**config.mk**
```make
export PLATFORM = sky130hd
export DESIGN_NAME = opnd_fetch
export DESIGN_NICKNAME = d
export VERILOG_FILES = /design/src/rtl/opnd_fetch.sv
export SDC_FILE = /design/constraint.sdc
export NUM_CORES = 1
export LEC_CHECK = 0
export CORE_UTILIZATION = 35
export CTS_CLUSTER_DIAMETER = 30
export CTS_CLUSTER_SIZE = 10
export DETAILED_ROUTE_END_ITERATION = 16
export MAX_ROUTING_LAYER = met4
export PLACE_DENSITY_LB_ADDON = 0.25
export SYNTH_ARGS = -nofsm -noshare
export SYNTH_HDL_FRONTEND = slang
export SYNTH_SLANG_ARGS = --single-unit
```
**constraint.sdc**
```tcl
create_clock -name clk -period 2.52 [get_ports clk]
set_input_delay 0.504 -clock clk [delete_from_list [all_inputs] [get_ports clk]]
set_output_delay 0.504 -clock clk [all_outputs]
set_load 0.03 [all_outputs]
```
**src/rtl/opnd_fetch.sv**
```systemverilog
// Operand fetch / ID-to-EX pipeline register: register-file read ports, EX/MEM
// forwarding, load-use hazard detection with a one-cycle bubble, saturating stall counter.
`timescale 1ns/1ps

module opnd_fetch (
  input  logic        clk,
  input  logic        rst,
  input  logic        stall_i,
  input  logic        flush_i,
  input  logic        id_valid_i,
  input  logic [31:0] id_inst_i,
  input  logic        id_use_rs_i,
  input  logic        id_use_rt_i,
  output logic        re1_o,
  output logic        re2_o,
  output logic [4:0]  raddr1_o,
  output logic [4:0]  raddr2_o,
  input  logic [31:0] rdata1_i,
  input  logic [31:0] rdata2_i,
  input  logic        ex_we_i,
  input  logic        ex_load_i,
  input  logic [4:0]  ex_waddr_i,
  input  logic [31:0] ex_wdata_i,
  input  logic        mem_we_i,
  input  logic [4:0]  mem_waddr_i,
  input  logic [31:0] mem_wdata_i,
  output logic        stall_req_o,
  output logic        ex_valid_o,
  output logic [31:0] ex_inst_o,
  output logic [31:0] ex_opnd1_o,
  output logic [31:0] ex_opnd2_o,
  output logic [15:0] stall_cnt_o
);

  localparam logic [0:0] RUN    = 1'b0;
  localparam logic [0:0] BUBBLE = 1'b1;

  logic [0:0]  r_state;
  logic        r_ex_valid;
  logic [31:0] r_ex_inst;
  logic [31:0] r_ex_opnd1;
  logic [31:0] r_ex_opnd2;
  logic [15:0] r_stall_cnt;

  logic        w_re1;
  logic        w_re2;
  logic [4:0]  w_raddr1;
  logic [4:0]  w_raddr2;
  logic [31:0] w_opnd1;
  logic [31:0] w_opnd2;
  logic        w_haz1;
  logic        w_haz2;
  logic        w_hazard;
  logic        w_insert_bubble;

  // A load in EX has no data yet, so it is never a forwarding source; that case
  // is covered by the bubble instead, after which the MEM forward supplies it.
  function automatic logic [31:0] f_resolve(
    input logic        en,
    input logic [4:0]  addr,
    input logic        ex_we,
    input logic        ex_load,
    input logic [4:0]  ex_waddr,
    input logic [31:0] ex_wdata,
    input logic        mem_we,
    input logic [4:0]  mem_waddr,
    input logic [31:0] mem_wdata,
    input logic [31:0] rdata
  );
    logic [31:0] v;
    v = rdata;
    if (!en || addr == 5'd0)
      v = 32'd0;
    else if (ex_we && !ex_load && ex_waddr == addr)
      v = ex_wdata;
    else if (mem_we && mem_waddr == addr)
      v = mem_wdata;
    return v;
  endfunction

  assign w_re1    = id_valid_i & id_use_rs_i;
  assign w_re2    = id_valid_i & id_use_rt_i;
  assign w_raddr1 = id_inst_i[25:21];
  assign w_raddr2 = id_inst_i[20:16];

  assign w_opnd1 = f_resolve(w_re1, w_raddr1, ex_we_i, ex_load_i, ex_waddr_i, ex_wdata_i,
                             mem_we_i, mem_waddr_i, mem_wdata_i, rdata1_i);
  assign w_opnd2 = f_resolve(w_re2, w_raddr2, ex_we_i, ex_load_i, ex_waddr_i, ex_wdata_i,
                             mem_we_i, mem_waddr_i, mem_wdata_i, rdata2_i);

  assign w_haz1 = w_re1 && (w_raddr1 != 5'd0) && ex_we_i && ex_load_i && (ex_waddr_i == w_raddr1);
  assign w_haz2 = w_re2 && (w_raddr2 != 5'd0) && ex_we_i && ex_load_i && (ex_waddr_i == w_raddr2);
  assign w_hazard = w_haz1 | w_haz2;

  // Stall and flush outrank the hazard: only an otherwise-free edge inserts a bubble.
  assign w_insert_bubble = w_hazard & ~stall_i & ~flush_i;

  // NOTE: sequential state uses non-blocking assignments so every register samples
  // pre-edge values; reset is synchronous here, so it appears inside the clocked branch.
  always_ff @(posedge clk) begin
    if (rst) begin
      r_state <= RUN;
    end else begin
      case (r_state)
        RUN:     r_state <= w_insert_bubble ? BUBBLE : RUN;
        BUBBLE:  r_state <= RUN;
        default: r_state <= RUN;
      endcase
    end
  end

  always_ff @(posedge clk) begin
    if (rst || flush_i) begin
      r_ex_valid <= 1'b0;
      r_ex_inst  <= 32'd0;
      r_ex_opnd1 <= 32'd0;
      r_ex_opnd2 <= 32'd0;
    end else if (stall_i) begin
      r_ex_valid <= r_ex_valid;
      r_ex_inst  <= r_ex_inst;
      r_ex_opnd1 <= r_ex_opnd1;
      r_ex_opnd2 <= r_ex_opnd2;
    end else if (w_hazard || !id_valid_i) begin
      r_ex_valid <= 1'b0;
      r_ex_inst  <= 32'd0;
      r_ex_opnd1 <= 32'd0;
      r_ex_opnd2 <= 32'd0;
    end else begin
      r_ex_valid <= 1'b1;
      r_ex_inst  <= id_inst_i;
      r_ex_opnd1 <= w_opnd1;
      r_ex_opnd2 <= w_opnd2;
    end
  end

  always_ff @(posedge clk) begin
    if (rst)
      r_stall_cnt <= 16'd0;
    else if (w_insert_bubble && r_stall_cnt != 16'hFFFF)
      r_stall_cnt <= r_stall_cnt + 16'd1;
  end

  assign re1_o       = w_re1;
  assign re2_o       = w_re2;
  assign raddr1_o    = w_raddr1;
  assign raddr2_o    = w_raddr2;
  assign stall_req_o = w_hazard;
  assign ex_valid_o  = r_ex_valid;
  assign ex_inst_o   = r_ex_inst;
  assign ex_opnd1_o  = r_ex_opnd1;
  assign ex_opnd2_o  = r_ex_opnd2;
  assign stall_cnt_o = r_stall_cnt;

endmodule

```
# --- After elaboration in Yosys (flattened, before gate mapping) ---
# Index checks and enable logic that the tools add are counted.
word_totals:
  register_bits: 113
  inputBits: 180
  out_inout_bits: 126
op_classes:
  n_addsub: 1
  n_eq_ne: 5
  n_mux: 10
  reduce_logical: 26
  n_bitwise: 7
op_table:
  columns: ["op", "count"]
  rows:
  - ["32-bit 2-to-1 mux", 9]
  - ["5-bit equality test", 4]
  - ["16-bit by 1-bit adder with 16-bit output, second input constant", 1]
  - ["16-bit inequality test, second input constant", 1]
  - ["1-bit logical AND", 14]
  - ["5-bit logical NOT", 2]
  - ["5-bit nonzero test", 2]
  - ["1-bit AND", 4]
  - ["1-bit logical NOT", 4]
  - ["1-bit logical OR", 4]
  - ["1-bit NOT", 2]
  - ["1-bit 2-to-1 mux", 1]
  - ["1-bit bitwise OR", 1]

# --- Longest topological paths before layout ---
# Gate-level depths: netlist (run 1).
depth:
  depth_word: 9
  depth_mapped: 9
  ltp_nobuf: 7

# --- Least setup slack after synthesis (run 1) ---
# No wires, ideal clock.
synth_path:
  kind: "input to register"
  start: "input id_inst_i[25]"
  end: "register r_ex_opnd1[0], in the netlist ex_opnd1_o[0]"
  arrival_ps: 2429
  path_buffers: 2
  slack_ps: 31
  path_stages: 8
  cell_sequence: "or4_1 > o21a_2 > and4_4 > buf_6 > o21ba_4 > nor3b_4 > buf_6 > a22o_1"
synth_between:
  elab_chain_cells: 8
  elab_cells_between_ends: 17
synth_lines:
  columns: ["element", "line_no", "source"]
  rows:
  - ["from (decl)", "11", "input logic [31:0] id_inst_i,"]
  - ["5-bit nonzero test", "91", "assign w_haz1 = w_re1 && (w_raddr1 != 5'd0) && ex_we_i && ex_load_i && (ex_waddr_i == w_raddr1);"]
  - ["1-bit logical AND (3 in a row)", "91", null]
  - ["1-bit logical AND *", "91", null]
  - ["1-bit bitwise OR *", "93", "assign w_hazard = w_haz1 | w_haz2;"]
  - ["named net stall_req_o", "27", "output logic stall_req_o,"]
  - ["1-bit logical OR *", "123", "end else if (w_hazard || !id_valid_i) begin"]
  - ["32-bit 2-to-1 mux *", "123", null]
  - ["to (signal assigned)", "121", "r_ex_opnd1 <= r_ex_opnd1;"]
  - ["to (signal assigned)", "131", "r_ex_opnd1 <= w_opnd1;"]
  - ["to (decl)", "41", "logic [31:0] r_ex_opnd1;"]
# Mark *: on every way through the listed nets, which the timed path passes. The rest lies on a longest branch.
# A chain may end at the register's enable or synchronous reset.

# --- Worst setup path after layout (run 1) ---
layout_path:
  start: "input id_inst_i[25]"
  end: "output stall_req_o"
layout_between:
  elab_chain_cells: 6
  elab_cells_between_ends: 7
layout_lines:
  columns: ["element", "line_no"]
  rows:
  - ["5-bit nonzero test", "91"]
  - ["1-bit logical AND (3 in a row)", "91"]
  - ["1-bit logical AND *", "91"]
  - ["1-bit bitwise OR *", "93"]
  - ["to (decl)", "27"]
# Mark *: on every way between the ends. The rest lies on a longest branch, timed or not.

==> results of run 1 <==
==> what timing repair did <==
item / CTS / global route
buffers inserted: 1 / 0
resized for setup: 23 / 2
pin swaps: 6 / 3
endpoints found under the setup margin: 55 / 2
==> sequential cells by signal (all words and copies together), names as in the netlist <==
signal,count
stall_cnt_o,16
ex_opnd1_o,32
ex_inst_o,32
ex_opnd2_o,32
ex_valid_o,1
==> cells in the mapped netlist, drive strengths merged <==
master   count
clkbuf      38
a21oi        6
and3         5
a2bb2oi      1
mux2i        1
or3          6
and4         1
or4          4
nand2      141
o31a         1
ha           1
nand4        3
o21ai       14
xor2        16
a22o        64
a211oi       2
o21a         1
o21ba        1
mux2         5
o2111ai      1
nor4         5
nand2b       2
inv          2
nor2b        6
nor3b        2
nand3       39
a32o        32
or2         33
dfxtp      113
a31oi       33
nor2        39
o31ai        2
and2         2
xnor2        6
nor3         9
buf         21
o211ai       2
==> through the flow <==
| step | worst slack, ns | cell area (um2) |
|---|---|---|
| 2_1_floorplan | 0.0314 | 5520 |
| 3_3_place_gp | -0.631 | 9130 |
| 3_5_place_dp | -0.670 | 9130 |
| 4_1_cts | 0.00465 | 9770 |
| 5_1_grt | 0.00833 | 9780 |
| 6_report | 0.0321 | 9780 |
==> path summary, 6_finish.rpt <==
kind	start	to	depth (start not counted)
setup / recovery	id_inst_i[25]	stall_req_o	6
hold / removal	ex_opnd2_o[28]	ex_opnd2_o[28]	1
setup reg to reg	stall_cnt_o[0]	stall_cnt_o[9]	7
hold reg to reg	ex_opnd2_o[28]	ex_opnd2_o[28]	1
==> worst max-delay path, delay by kind of cell <==
kind            cells  cell delay (ns)
buf+inv             2             0.38
compound gates      2             0.41
simple gates        2             0.69
==> area by class of cell <==
cell class | count | area [um2]
Tap cell | 211 | 264
Clock buffer | 19 | 443
Fill cell | 1358 | 5540
Sequential cell | 113 | 2260
Clock inverter | 13 | 163
Inverter | 2 | 7.51
Timing Repair Buffer | 362 | 3630
Multi-Input combinational cell | 486 | 3000
==> cells by family (layout without fill, tap and decap cells) <==
logic type               count (synthesis)  count (layout)
AO/OA/AOI/OAI                          160             160
AND/OR/NAND/NOR                        297             297
multiplexers                             6               6
buffers and inverters                   61             396
flip-flops                             113             113
XOR/XNOR                                22              22
adder cells (fa/ha/maj)                  1               1
==> layer usage <==
layer	up-vias	track usage, %	share of wire [%]
met5	-	-	0
met4	0	11.6	2.7
met3	37	7.54	7.6
met2	257	44.9	49
met1	2914	29.8	41
li1	3026	-	-
==> report_power, final <==
group	internal, mW	switching (mW)
clock network	1.58	0.883
registers	1.81	0.0131
logic	0.429	0.312
total	3.82	1.21
==> flow_summary.rst, run 1 <==
.. list-table::
   :header-rows: 1

   * - Metric
     - Value
   * - Status
     - finished clean
   * - Clock skew
     - 0.00286 ns
   * - Worst setup path category
     - input port to primary output
   * - CTS Hold Bufs
     - 0
   * - Ratio of cells with drive above 1 in the final layout
     - 13.8%
   * - Number of max-cap violations
     - 0
   * - Number of ports placed on the die boundary
     - 306
   * - Number of nets at the end of the flow
     - 1163
   * - Startpoint class of the critical path
     - input port
   * - Library cell contributing the largest single delay on the critical path
     - or4_4
   * - Antenna violations before repair
     - 0
   * - TritonCTS buffer count
     - 17
   * - Highest clock frequency the design can meet
     - 402 MHz
   * - Summed negative setup slack over all endpoints
     - 0 ns
   * - Port Buffer Count
     - 305
   * - Peak supply drop
     - 0.494 mV
   * - Total via count in the routed design
     - 6234
   * - Ratio of final minimum period to clock period
     - 98.7%
   * - Final setup violation count
     - 0
   * - Placed cell count
     - 1173
   * - Worst EP required
     - 2.02 ns
   * - Layout Area Growth over Synthesis
     - 77.1%
   * - Total power of the final layout
     - 5.03 mW
   * - Cell-by-cell trace of the critical path
     - dlygate4sd2_1, or4_4, o21a_4, and4_4, o21ba_4, buf_6
   * - Hold violation count in the final report
     - 0
   * - Unrepaired setup endpoints after global routing
     - false
   * - Share of the core filled with cells in the final layout
     - 63.8%
   * - Remaining antenna violation count after routing
     - 0
   * - Area of the placeable core
     - 15300 um2
   * - Count of warnings emitted by yosys
     - 0
   * - Pin slew with the least headroom to its limit
     - 0.442 ns
   * - Clock Sink Count
     - 113
   * - Initial core utilization
     - 36.0%
   * - Final routed DRC violation total
     - 0
   * - Full die area
     - 16300 um2
   * - Clock Path Buffers
     - 2
   * - Via density
     - 5.17
   * - Distinct cells, synth
     - 43
   * - Synth Net Count
     - 841
   * - Worst min-delay path class
     - flip-flop to flip-flop
   * - Worst-Skew Late Latency
     - 0.41 ns
   * - Most frequent cells in the layout
     - clkdlybuf4s50_1, nand2_1, dfxtp_1, a22o_1, buf_4
   * - Dpl hpwl
     - 15100 um
   * - Iter 0 DRT Violations
     - 330
   * - Worst path arrival time
     - 1.98 ns
   * - Global-route wire length before repair
     - 32200 um
   * - Final weighted congestion of routability-driven global placement
     - 0.860
   * - GRT Total Usage
     - 26.8%
   * - PwrDens
     - 514 nW/um2
   * - H-tree lvl count
     - 4
   * - Area fraction in compound gates after synthesis
     - 23.3%
   * - Combined area of all synthesized cells
     - 5520 um2
   * - Clock root buffer
     - clkbuf_16
   * - Horizontal die dimension
     - 128 um
   * - Congestion Overflow GR
     - 0
   * - Most frequent standard cell in the layout excluding fill and tap cells
     - clkdlybuf4s50_1
   * - Area share of and/or/nand/nor cells after synthesis
     - 25.2%
   * - Wire length per cell after detailed routing
     - 17.7 um
   * - Maximum number of pins on one net before global-route repair
     - 65
   * - Static leakage
     - 3.79 nW
   * - Adder-cell share of the synthesized area
     - 0.227%
   * - Main area contributors after synthesis
     - dfxtp_1, a22o_1, nand2_1
   * - Via count of the first global-routing pass
     - 6084
   * - Final critical path time including I/O delays and setup
     - 2.49 ns
   * - Worst setup EP type
     - primary output
   * - Combinational family with the most area after synthesis
     - simple AND/OR/NAND/NOR gates
   * - WL final
     - 21400 um
   * - Number of diodes added for antenna fixing
     - 0
   * - Pre-Repair DR Iteration Count
     - 5
   * - Internal reg-to-reg setup slack
     - 0.49 ns
   * - Sequential fraction of the synthesis area
     - 41.0%
   * - Stage delay of the slowest cell on the critical path
     - 0.54 ns
   * - Non-filler instance count after layout
     - 1206
   * - Post-synthesis sequential element count
     - 113
   * - Fin. max-slew vios
     - 0
   * - TritonCTS clock tree
     - yes
   * - WHS
     - 0.465 ns
   * - Cell accounting for the most synthesized area
     - dfxtp_1
   * - Multiplexer share of the synthesized area
     - 1.20%
   * - Height of the die
     - 128 um
   * - Max-slew headroom
     - 70.4%
   * - Mean cell area of the mapped netlist
     - 8.36 um2
   * - Share of the synthesized netlist area taken by xor and xnor gates
     - 3.49%
   * - Clock transition at path regs
     - 0.05 ns
   * - Standard-cell row count
     - 45
   * - Max Fanout on Critical Path
     - 2
   * - Top-area cell type share of the netlist area
     - 41.0%
   * - Cell count after synthesis
     - 660
Power figures use the tool's default switching activity.
==> inputs of run 2 (changes only) <==
--- a/config.mk
+++ b/config.mk
@@ -5,11 +5,10 @@
 export SDC_FILE = /design/constraint.sdc
 export NUM_CORES = 1
 export LEC_CHECK = 0
-export CORE_UTILIZATION = 35
+export CORE_UTILIZATION = 40
 export CTS_CLUSTER_DIAMETER = 30
 export CTS_CLUSTER_SIZE = 10
 export DETAILED_ROUTE_END_ITERATION = 16
-export MAX_ROUTING_LAYER = met4
 export PLACE_DENSITY_LB_ADDON = 0.25
 export SYNTH_ARGS = -nofsm -noshare
 export SYNTH_HDL_FRONTEND = slang
==> constraint.sdc (replaced) <==
create_clock -name clk -period 3 [get_ports clk]
set_input_delay 0.6 -clock clk [delete_from_list [all_inputs] [get_ports clk]]
set_output_delay 0.6 -clock clk [all_outputs]
set_load 0.03 [all_outputs]
==> run 2 against run 1 <==
  * Clock skew increased by 0.0011 ns
  * Worst setup slack gained 0.020 ns
  * Critical path depth unchanged
  * Die area shrank 12%
  * Register-to-register slack better by 0.42 ns
  * Routed wire length decreased by 3.8%
  * Final cell count fell by 4.6%
  * Sequential share of layout area up 0.67 points
  * Worst hold slack got worse by 0.0022 ns
  * Largest cell class unchanged
  * Largest power group unchanged
==> flow_summary.rst, run 2 (synthesis gave the netlist of run 1 again) <==
.. list-table::
   :header-rows: 1

   * - Metric
     - Value
   * - Status
     - finished clean
   * - Ratio of final minimum period to clock period
     - 98.3%
   * - Clock Sink Count
     - 113
   * - Final critical path time including I/O delays and setup
     - 2.95 ns
   * - Clock Path Buffers
     - 2
   * - Peak supply drop
     - 0.402 mV
   * - PwrDens
     - 441 nW/um2
   * - Clock root buffer
     - clkbuf_16
   * - Total internal power
     - 3.20 mW
   * - Hold Path Stages
     - 1
   * - Dpl hpwl
     - 14000 um
   * - Startpoint class of the critical path
     - input port
   * - Remaining antenna violation count after routing
     - 0
   * - Initial core utilization
     - 41.4%
   * - Net Sw Power
     - 997 uW
   * - Worst-Skew Late Latency
     - 0.41 ns
   * - Horizontal die dimension
     - 119 um
   * - Worst setup EP type
     - primary output
   * - Full die area
     - 14300 um2
   * - Non-filler instance count after layout
     - 1150
   * - WL final
     - 20600 um
   * - Iter 0 DRT Violations
     - 414
   * - Share of the core filled with cells in the final layout
     - 71.2%
   * - Worst setup path category
     - input port to primary output
   * - Library cell contributing the largest single delay on the critical path
     - or4_1
   * - Final setup violation count
     - 0
   * - Layout Area Growth over Synthesis
     - 72.1%
   * - Area of the multi-input gates
     - 2970 um2
   * - Fill cell instance count of the final layout
     - 1109
   * - Part of the total power dissipated in sequential elements
     - 36.6%
   * - Via count of the first global-routing pass
     - 5876
   * - Max-slew headroom
     - 70.2%
   * - Worst EP required
     - 2.40 ns
   * - Number of diodes added for antenna fixing
     - 0
   * - Hold violation count in the final report
     - 0
   * - Congestion Overflow GR
     - 0
   * - Worst path arrival time
     - 2.35 ns
   * - Port Buffer Count
     - 305
   * - TritonCTS clock tree
     - yes
   * - Number of nets at the end of the flow
     - 1142
   * - Setup Buffers After CTS
     - 0
   * - Fin. max-slew vios
     - 0
   * - Clock transition at path regs
     - 0.05 ns
   * - Sw Ratio
     - 23.8%
   * - R2R cell count
     - 8
   * - Number of ports placed on the die boundary
     - 306
   * - Max Fanout on Critical Path
     - 2
   * - Height of the die
     - 119 um
   * - Standard-cell row count
     - 42
   * - Clock share of power
     - 49.2%
   * - Area of the placeable core
     - 13300 um2
   * - Most frequent standard cell in the layout excluding fill and tap cells
     - clkdlybuf4s50_1
   * - Placed cell count
     - 1118
   * - Global-route wire length before repair
     - 31700 um
   * - Worst min-delay path class
     - flip-flop to flip-flop
   * - Highest clock frequency the design can meet
     - 339 MHz
   * - Static leakage
     - 3.65 nW
   * - Combinational Power Share
     - 14.2%
   * - Clock skew
     - 0.00401 ns
   * - TritonCTS buffer count
     - 17
   * - Wire length per cell after detailed routing
     - 17.9 um
   * - Via density
     - 5.38
   * - Maximum number of pins on one net before global-route repair
     - 71
   * - Cell-by-cell trace of the critical path
     - clkdlybuf4s50_1, or4_1, o21a_2, and4_4, o21ba_4, buf_4
   * - Pre-Repair DR Iteration Count
     - 4
   * - Most frequent cells in the layout
     - clkdlybuf4s50_1, nand2_1, dfxtp_1, a22o_1
   * - Total via count in the routed design
     - 6183
   * - Footprint of the flip-flops and latches
     - 2260 um2
   * - Unrepaired setup endpoints after global routing
     - false
   * - Antenna violations before repair
     - 0
   * - Ratio of cells with drive above 1 in the final layout
     - 11.5%
   * - GRT Total Usage
     - 28.7%
   * - Final routed DRC violation total
     - 0
   * - H-tree lvl count
     - 4
   * - Final weighted congestion of routability-driven global placement
     - 0.942
   * - Number of max-cap violations
     - 0
   * - Stage delay of the slowest cell on the critical path
     - 0.52 ns
   * - Pin slew with the least headroom to its limit
     - 0.443 ns
## run 2: metal layers
metal,GRT usage (%),wire (um)
met4,10.5,467
met3,8.57,1650
met5,0,0
met2,49.0,9990
met1,33.8,8460
## run 2: layout make-up
cell class / count / area share [%]
clock buffers: 19 / 4.66
clock inverters: 13 / 1.71
inverters: 2 / 0.0790
multi-input cells: 486 / 31.3
flip-flops and latches: 113 / 23.8
well taps: 176 / 2.32
repair buffers: 341 / 36.2
## run 2: power by group through the flow
stage	clock network [mW]	registers (mW)	logic, mW
final	2.06	1.53	0.597
after global routing	2.15	1.53	0.638
after CTS	2.08	1.53	0.597
after detailed placement	0	1.56	0.594
after global placement	0	1.56	0.591
after floorplan	0	1.60	0.180
## run 2: critical path, delay by kind of cell
family	cells	cell delay (ns)
AO/OA/AOI/OAI	2	0.44
buffers and inverters	2	0.60
AND/OR/NAND/NOR	2	0.70
## run 2: per-stage QoR
| stage | worst slack [ns] | instance area (um2) | total power, mW | TNS [ns] | hold WS, ns |
|---|---|---|---|---|---|
| 3_5_place_dp | -0.409 | 8890 | 2.16 | -4.69 | 0.453 |
| 5_1_grt | 0.00875 | 9500 | 4.33 | 0 | 0.473 |
| 4_1_cts | 0.00817 | 9490 | 4.21 | 0 | 0.466 |
| 3_3_place_gp | -0.383 | 8890 | 2.15 | -2.75 | 0.447 |
| 6_report | 0.0518 | 9500 | 4.19 | 0 | 0.463 |
| 2_1_floorplan | 0.415 | 5520 | 1.78 | 0 | 0.621 |
## run 2: worst paths after layout
kind | slack [ns] | from | to
max | 0.05 | id_inst_i[21] | stall_req_o
min | 0.46 | ex_opnd2_o[9] | ex_opnd2_o[9]
max reg2reg | 0.91 | stall_cnt_o[1] | stall_cnt_o[2]
min reg2reg | 0.46 | ex_opnd2_o[9] | ex_opnd2_o[9]
## run 2: timing repair
item	4_1_cts	5_1_grt
pin swaps	0	0
resized for setup	5	5
hold buffers	0	0
setup endpoints to repair	1	1
